## config.mk

```make
export PLATFORM = sky130hd
export DESIGN_NAME = fclk_gen
export DESIGN_NICKNAME = d
export VERILOG_FILES = /design/src/rtl/fclk_pkg.sv /design/src/rtl/fclk_step_input.sv /design/src/rtl/fclk_gen.sv
export SDC_FILE = /design/constraint.sdc
export NUM_CORES = 1
export LEC_CHECK = 0
export BUFFER_PORTS_ARGS = -buffer_cell sky130_fd_sc_hd__buf_2
export CORE_UTILIZATION = 45
export DETAILED_ROUTE_END_ITERATION = 10
export PLACE_DENSITY_LB_ADDON = 0.15
export RECOVER_POWER = 50
export SETUP_SLACK_MARGIN = 0.1
export SLEW_MARGIN = 25
export SYNTH_ARGS = -nofsm -noshare
export SYNTH_HDL_FRONTEND = slang
export SYNTH_HIERARCHICAL = 1
export SYNTH_SLANG_ARGS = --single-unit
```

## constraint.sdc

```tcl
create_clock -name CLK -period 2.7 [get_ports CLK]
set_input_delay 0.135 -clock CLK [delete_from_list [all_inputs] [get_ports CLK]]
set_output_delay 0.135 -clock CLK [all_outputs]
set_load 0.01 [all_outputs]
```

## src/rtl/fclk_pkg.sv

```systemverilog
// fclk_pkg: shared types and defaults for the slow CPU clock generator.
// Optional step-button debounce is enabled by defining FCLK_STEP_DEBOUNCE_EN.
package fclk_pkg;

  typedef enum logic [1:0] {
    IDLE   = 2'd0,
    RUN    = 2'd1,
    FINISH = 2'd2
  } fclk_state_e;

  localparam int unsigned DIV_W_DEF           = 16;
  localparam int unsigned CNT_W_DEF           = 32;
  localparam int unsigned DEBOUNCE_CYCLES_DEF = 1_000_000;

  // Smallest legal half-period; a divisor of 0 is promoted to this.
  localparam int unsigned MIN_HALF = 1;

endpackage

```

## src/rtl/fclk_step_input.sv

```systemverilog
// fclk_step_input: turns the raw step push-button into a one-CLK step pulse.
// Two-flop synchronizer, optional debounce (FCLK_STEP_DEBOUNCE_EN), then a
// registered rising-edge detector. Without debounce the pulse appears 3 CLK
// after the button edge.
module fclk_step_input
  import fclk_pkg::*;
#(
  parameter int unsigned DEBOUNCE_CYCLES = DEBOUNCE_CYCLES_DEF
) (
  input  logic CLK,
  input  logic rst,
  input  logic step_btn_i,
  output logic step_pulse_o
);

  logic sync1_q;
  logic sync2_q;
  logic level_prev_q;
  logic pulse_q;
  logic level;

  // Bring the asynchronous button into the CLK domain.
  always_ff @(posedge CLK or posedge rst) begin
    if (rst) begin
      sync1_q <= 1'b0;
      sync2_q <= 1'b0;
    end else begin
      sync1_q <= step_btn_i;
      sync2_q <= sync1_q;
    end
  end

`ifdef FCLK_STEP_DEBOUNCE_EN
  localparam int unsigned DB_W = $clog2(DEBOUNCE_CYCLES + 1);

  logic [DB_W-1:0] db_cnt_q;
  logic            db_level_q;

  // Accept a new level only after it has been stable for DEBOUNCE_CYCLES CLKs.
  always_ff @(posedge CLK or posedge rst) begin
    if (rst) begin
      db_cnt_q   <= '0;
      db_level_q <= 1'b0;
    end else if (sync2_q == db_level_q) begin
      db_cnt_q <= '0;
    end else if (db_cnt_q == DB_W'(DEBOUNCE_CYCLES - 1)) begin
      db_cnt_q   <= '0;
      db_level_q <= sync2_q;
    end else begin
      db_cnt_q <= db_cnt_q + 1'b1;
    end
  end

  assign level = db_level_q;
`else
  assign level = sync2_q;
`endif

  // Registered rising-edge detect so the pulse is exactly one CLK wide.
  always_ff @(posedge CLK or posedge rst) begin
    if (rst) begin
      level_prev_q <= 1'b0;
      pulse_q      <= 1'b0;
    end else begin
      level_prev_q <= level;
      pulse_q      <= level & ~level_prev_q;
    end
  end

  assign step_pulse_o = pulse_q;

endmodule

```

## src/rtl/fclk_gen.sv

```systemverilog
// fclk_gen: slow CPU clock generator with free-run, single-step and halt.
// fclk is a registered level in the CLK domain; the divisor is only picked up
// at a rising edge so periods are never cut short by a rate change.
// Optional step-button debounce is enabled by defining FCLK_STEP_DEBOUNCE_EN.
module fclk_gen
  import fclk_pkg::*;
#(
  parameter int unsigned DIV_W           = DIV_W_DEF,
  parameter int unsigned CNT_W           = CNT_W_DEF,
  parameter int unsigned DEBOUNCE_CYCLES = DEBOUNCE_CYCLES_DEF
) (
  input  logic             CLK,
  input  logic             rst,
  input  logic             run,
  input  logic             step_btn,
  input  logic             halt,
  input  logic [DIV_W-1:0] div_half,
  output logic             fclk,
  output logic [CNT_W-1:0] fclk_count,
  output logic             active,
  output logic             step_done
);

  fclk_state_e      state_q, state_d;
  logic             fclk_q, fclk_d;
  logic [DIV_W-1:0] cnt_q, cnt_d;
  logic [DIV_W-1:0] half_q, half_d;
  logic             done_q, done_d;
  logic [CNT_W-1:0] count_q;
  logic             step_pulse;
  logic [DIV_W-1:0] div_eff;
  logic             phase_end;

  fclk_step_input #(
    .DEBOUNCE_CYCLES(DEBOUNCE_CYCLES)
  ) u_step_input (
    .CLK         (CLK),
    .rst         (rst),
    .step_btn_i  (step_btn),
    .step_pulse_o(step_pulse)
  );

  assign div_eff   = (div_half == '0) ? DIV_W'(MIN_HALF) : div_half;
  assign phase_end = (cnt_q == half_q - 1'b1);

  // Next-state logic: halt overrides everything; otherwise launch, count phases,
  // and decide at the end of each low phase whether to start another period.
  always_comb begin
    state_d = state_q;
    fclk_d  = fclk_q;
    cnt_d   = cnt_q;
    half_d  = half_q;
    done_d  = 1'b0;
    if (halt) begin
      state_d = IDLE;
      fclk_d  = 1'b0;
      cnt_d   = '0;
    end else begin
      case (state_q)
        IDLE: begin
          fclk_d = 1'b0;
          cnt_d  = '0;
          half_d = div_eff;
          if (run) begin
            state_d = RUN;
            fclk_d  = 1'b1;
          end else if (step_pulse) begin
            state_d = FINISH;
            fclk_d  = 1'b1;
          end
        end
        RUN, FINISH: begin
          // run decides whether the period in flight is the last one.
          state_d = run ? RUN : FINISH;
          if (!phase_end) begin
            cnt_d = cnt_q + 1'b1;
          end else begin
            cnt_d = '0;
            if (fclk_q) begin
              fclk_d = 1'b0;
            end else if (run) begin
              fclk_d = 1'b1;
              half_d = div_eff;
            end else begin
              state_d = IDLE;
              done_d  = 1'b1;
            end
          end
        end
        default: begin
          state_d = IDLE;
          fclk_d  = 1'b0;
          cnt_d   = '0;
        end
      endcase
    end
  end

  // State, phase counter and output registers; count every fclk rising edge.
  always_ff @(posedge CLK or posedge rst) begin
    if (rst) begin
      state_q <= IDLE;
      fclk_q  <= 1'b0;
      cnt_q   <= '0;
      half_q  <= DIV_W'(MIN_HALF);
      done_q  <= 1'b0;
      count_q <= '0;
    end else begin
      state_q <= state_d;
      fclk_q  <= fclk_d;
      cnt_q   <= cnt_d;
      half_q  <= half_d;
      done_q  <= done_d;
      if (fclk_d && !fclk_q) begin
        count_q <= count_q + 1'b1;
      end
    end
  end

  assign fclk       = fclk_q;
  assign fclk_count = count_q;
  assign active     = (state_q != IDLE);
  assign step_done  = done_q;

endmodule

```

After elaboration in Yosys (flattened, before gate mapping)
Index checks and enable logic that the tools add are counted.
W data, S select, Z words.
- latch bits: 0
- logic and storage cells: 59
- input bits: 21
- ROM bits: 0
- bits in writable memories: 0
- output and inout bits: 35
- memories: 0
- register bits after elaboration: 72
- bitwise logic cells: 3
- mux-type cells: 28
- multiply operators: 0
- magnitude comparators: 0
- reduce and logical (&&, ||, !) cells: 8
- shift-type cells: 0
- equal/unequal tests: 7
- divide/modulo/power cells: 0
- add/sub/neg operators: 3
- operator list (kind ; count):
    $mux W16 ; 7
    $add A32 B1 Y32 const B ; 1
    $pmux W16 S2 ; 1
    $add A16 B1 Y16 const B ; 1
    $eq A16 B16 Y1 ; 1
    $logic_not A16 Y1 ; 1
    $sub A16 B1 Y16 const B ; 1
    $mux W2 ; 7
    $mux W1 ; 11
    $ne A2 B2 Y1 const B ; 3
    $reduce_and A5 Y1 ; 1
    $ne A4 B3 Y1 const B ; 1
    $pmux W2 S2 ; 1
    $reduce_bool A2 Y1 ; 2
    $eq A2 B1 Y1 const B ; 1
    $eq A2 B2 Y1 const B ; 1
    $logic_not A2 Y1 ; 1
    $not A1 Y1 ; 2
    $pmux W1 S2 ; 1
    $reduce_or A2 Y1 ; 1
    $and A1 B1 Y1 ; 1
    $logic_and A1 B1 Y1 ; 1
    $logic_not A1 Y1 ; 1

Depth between registers and ports, before layout
- word-level depth: 6
- mapped depth: 12
- gate-level depth less buffers: 10

By module
Netlist, hierarchy kept.
- modules (own cells, without submodules) (module ; sequential area each (sq um) ; cells an instance ; times used ; area each (sq um)):
    fclk_gen ; 1702.9 ; 370 ; 1 ; 3749.8
    fclk_step_input ; 100.1 ; 6 ; 1 ; 117.6

Worst setup path after synthesis
OpenSTA, ideal clock, no wires.
- path kind: register -> register
- start: register half_q[0]
- end: register half_q[15]
- cell stages (with the launch flop): 13
- setup time: 0.125 ns
- buffers on the path: 2
- data required time: 2.575 ns
- period minus slack after synthesis: 2.851 ns
- data arrival time: 2.726 ns
- setup slack: -0.151 ns
- cell sequence: dfstp_2 > inv_1 > ha_1 > nor2b_1 > nand4_2 > mux2_2 > nor3b_2 > o311a_2 > nand4b_1 > a211o_1 > buf_6 > buf_6 > mux2_4
- cells in the longest elaborated chain, start to end: 4
- ends and longest elaborated chain (item ; RTL line ; source):
    from (decl) ; fclk_gen.sv:27 ; logic [DIV_W-1:0] half_q, half_d;
    from (signal assigned) ; fclk_gen.sv:105 ; half_q <= DIV_W'(MIN_HALF);
    from (signal assigned) ; fclk_gen.sv:112 ; half_q <= half_d;
    $sub A16 B1 Y16 ; fclk_gen.sv:44 ; assign phase_end = (cnt_q == half_q - 1'b1);
    $eq A16 B16 Y1 ; fclk_gen.sv:44 ;
    $ne A2 B2 Y1 (no source line) ; n/a ;
    $reduce_and A5 Y1 (no source line) ; n/a ;
No other way between the ends.
A chain may end at the register's enable or synchronous reset.

Worst setup path after layout
- start: register half_q[3]
- end: register half_q[10]
The elaborated chain is that of the path after synthesis.

==> metrics <==
status=complete, but fails checks; failing checks=capacitance limit, slew limit, setup timing; I/O Buffers=55; clk root buf=clkbuf_8; final worst setup slack=-0.220 ns; number of max-cap violations=1; syn avg cell area=10.3 um2; fraction of layout cells with a size suffix above 1=0.320; crit start category=flip-flop; minimum clock period after layout=2.92 ns; Synth Net Count=402; first-pass GRT wire length=15.9 mm; Initial Util=0.468; leakage=2.51 nW; Crit-path slowest cell=dfrtp_1; Final Cycle Share=1.08; fin area=5270 um2; routed wire length=9.90 mm; First DRT Iteration DRCs=147; grt ovf=0; Least-Margin Pin Slew=roughly 1.5 ns; Power Density=595 nW/um2; Final Max Slew Viols=40; die area=about 9000 um2; worst skew pair latency=0.35 ns; synth unique cells=49; number of synthesized flops with an enable pin=0; CP Class=flip-flop to flip-flop; RePlAce Congestion=0.905; maximum vdd drop=approximately 360 uV; RSZ-0062 raised after global routing=true; row cnt=33; Pre-antenna DRT Iters=4; Post-synth ARST share=1.00; CTS buffer count=9; synth-to-layout area growth=36.2%; xor and xnor area share after synthesis=0.147; CTS Sinks=72; largest net degree at the start of global routing=40; CP Cell Sequence=buf_6 > nor4_4 > nand4_4 > mux2_4 > nor3b_2 > o311a_4 > nand4b_1 > a211o_1 > clkbuf_16 > mux2_4; Via Count=about 3200; die width=94.7 um; Seq/Total Area, Yosys=0.466; DP Area=between 4000 and 5000 um2; synthesis-stage register bit count=72; Die Ht=94.7 um; Clock Path Buffers=2; Total Routing Usage GR=0.234; Boundary Pins=between 50 and 60; main flop type after synthesis=dfrtp_1; worst-path fanout max=8; critical path's top delay family=simple AND/OR/NAND/NOR gates; Post-Synth Adder-Cell Area=0.0162; diodes inserted=0; Cells after Synth=about 380; Final nets=roughly 510; vias in the first global route=3245; Avg WL per Cell=16.8 um; largest family of logic cells by synthesized area=simple AND/OR/NAND/NOR gates; worst clock skew=0.00848 ns; Crit path largest cell delay=0.40 ns; Slew HR=-0.0287; Clock transition at path regs=0.07 ns; CTS tree=yes; post-synthesis mux area share=0.0663; Antenna Nets Post-Route=0; Fmax=0.342 GHz; Compound-Gate Fraction of Synth Area=0.0424; DRC errors left=0; Core Region=around 8300 um2; Synth Area in Simple Gates=0.231; Yosys Warn Count=6; vias per cell=5.46; Critical path buffers and inverters=2; Worst EP arrival=3.15 ns; post-DP HPWL=6.54 mm; Worst setup EP type=flip-flop; Hold WC Path Type=input pin to flip-flop; final setup fails=46; initial antenna violation count=0; number of H-tree levels=3; CP dominant cell by count=mux2_4; Post-Syn Area=about 3900 um2; Overall Power=around 3.1 mW; Fin. Hold Viols=0; worst endpoint required time=2.93 ns
-- layer usage --
layer / global-route usage / routed length, um / vias up / part of all wire
li1: - / - / 1525 / -
met1: 0.315 / 4500 / 1600 / 0.45
met2: 0.379 / 4800 / 86 / 0.48
met3: 0.0483 / 475 / 12 / 0.048
met4: 0.0682 / 127 / 0 / 0.013
met5: 0 / 0 / - / 0
-- state kept, by name, summed over array words and instances, names as in the netlist --
register,count
fclk,1
u_step_input/level_prev_q,1
state_q,2
u_step_input/step_pulse_o,1
fclk_count,32
u_step_input/sync1_q,1
u_step_input/level,1
cnt_q,16
step_done,1
half_q,16
-- cells in the mapped netlist (2+ instances only) --
master | n | share of area
and3_1 | 7 | 0.011
and4_1 | 2 | 0.0045
and4b_1 | 2 | 0.0052
buf_6 | 3 | 0.0087
clkbuf_1 | 6 | 0.0058
dfrtp_1 | 71 | 0.46
ha_1 | 5 | 0.016
inv_1 | 15 | 0.015
mux2_1 | 6 | 0.017
mux2_2 | 3 | 0.0087
mux2_4 | 9 | 0.035
mux2i_1 | 2 | 0.0052
nand2_1 | 28 | 0.027
nand2b_1 | 4 | 0.0065
nand3_1 | 20 | 0.026
nand4_1 | 12 | 0.019
nor2_1 | 32 | 0.031
nor3_1 | 32 | 0.041
nor4_1 | 11 | 0.018
nor4_2 | 2 | 0.0065
o211ai_1 | 4 | 0.0078
o21ai_0 | 5 | 0.0065
o22ai_1 | 2 | 0.0032
or3_1 | 5 | 0.0081
xnor2_1 | 33 | 0.075
xor2_1 | 32 | 0.072
-- stage by stage --
step | util | instances | setup WS, ns | hold WS, ns | setup TNS [ns]
2_1_floorplan | - | 376 | -0.0372 | -0.0989 | -0.335
3_3_place_gp | 0.553 | 560 | -0.139 | 0.0322 | -1.85
3_5_place_dp | 0.553 | 560 | -0.135 | 0.0394 | -2.14
4_1_cts | 0.619 | 588 | -0.0887 | 0.0112 | -1.38
5_1_grt | 0.638 | 590 | -0.286 | 0.0229 | -10.47
6_report | 0.638 | 590 | -0.220 | 0.0407 | -6.14
-- cell usage in the layout (no fill, tap or decap), types with 3 or more instances in the layout --
cell,count
xnor2_1,33
mux2_4,17
nor4_4,6
nor3_4,16
nand2_1,27
o21ai_0,4
nor4_1,7
or3_1,4
clkbuf_1,36
nand3_1,19
nor3_2,9
dfrtp_1,70
nand2b_1,3
buf_6,8
xor2_1,32
buf_4,33
and3_1,7
nor3_1,8
clkbuf_8,11
nand4_1,12
nor2_1,30
buf_2,20
ha_1,4
o211ai_1,4
inv_1,13
-- cell families (layout without fill, tap and decap cells) --
family | after synthesis | count (layout)
fa+ha+maj | 5 | 5
xor+xnor | 65 | 65
compound gates | 23 | 23
simple gates | 166 | 166
flops | 72 | 72
buf+inv | 25 | 134
mux | 20 | 20
-- cell type report --
cell class              instances  area (um2)
fillers                       695        2990
multi-input cells             279        2360
flip-flops and latches         72        1800
repair buffers                103         707
clock buffers                  12         155
well taps                     105         131
inverters                      15        56.3
clock inverters                 4        51.3
-- worst reg2reg max path, delay by kind of cell (launching register included) --
kind / cells / cell delay (ns)
simple gates: 4 / 0.87
buf+inv: 2 / 0.34
compound gates: 2 / 0.58
mux: 2 / 0.61
flops: 1 / 0.40
-- what timing repair did --
action / in CTS / in global routing
cloned: 2 / 2
hold buffers: 2 / 0
setup endpoints to repair: 46 / 49
setup buffers: 8 / 2
pin swaps: 10 / 49
hold endpoints to repair: 6 / 0
resized for setup: 43 / 36
-- final timing paths --
check	startpoint	end	slack, ns	cells after the start
max in group asynchronous	rst	half_q[5]$_DFFE_PP0P_	0.90	3
min in group asynchronous	rst	u_step_input/sync1_q$_DFF_PP0_	0.19	3
min reg2reg	u_step_input/sync1_q$_DFF_PP0_	u_step_input/level$_DFF_PP0_	0.35	0
min	div_half[3]	half_q[3]$_DFFE_PP0P_	0.04	2
max	half_q[3]$_DFFE_PP0P_	half_q[10]$_DFFE_PP0P_	-0.22	10
max reg2reg	half_q[3]$_DFFE_PP0P_	half_q[10]$_DFFE_PP0P_	-0.22	10
-- where the power goes --
group	internal [mW]	switching, mW	leakage [nW]
clock network	0.480	0.424	0.103
registers	1.18	0.144	0.927
logic	0.459	0.443	1.48
total	2.12	1.01	2.51
Note: power is estimated with default switching activity, not from simulation.
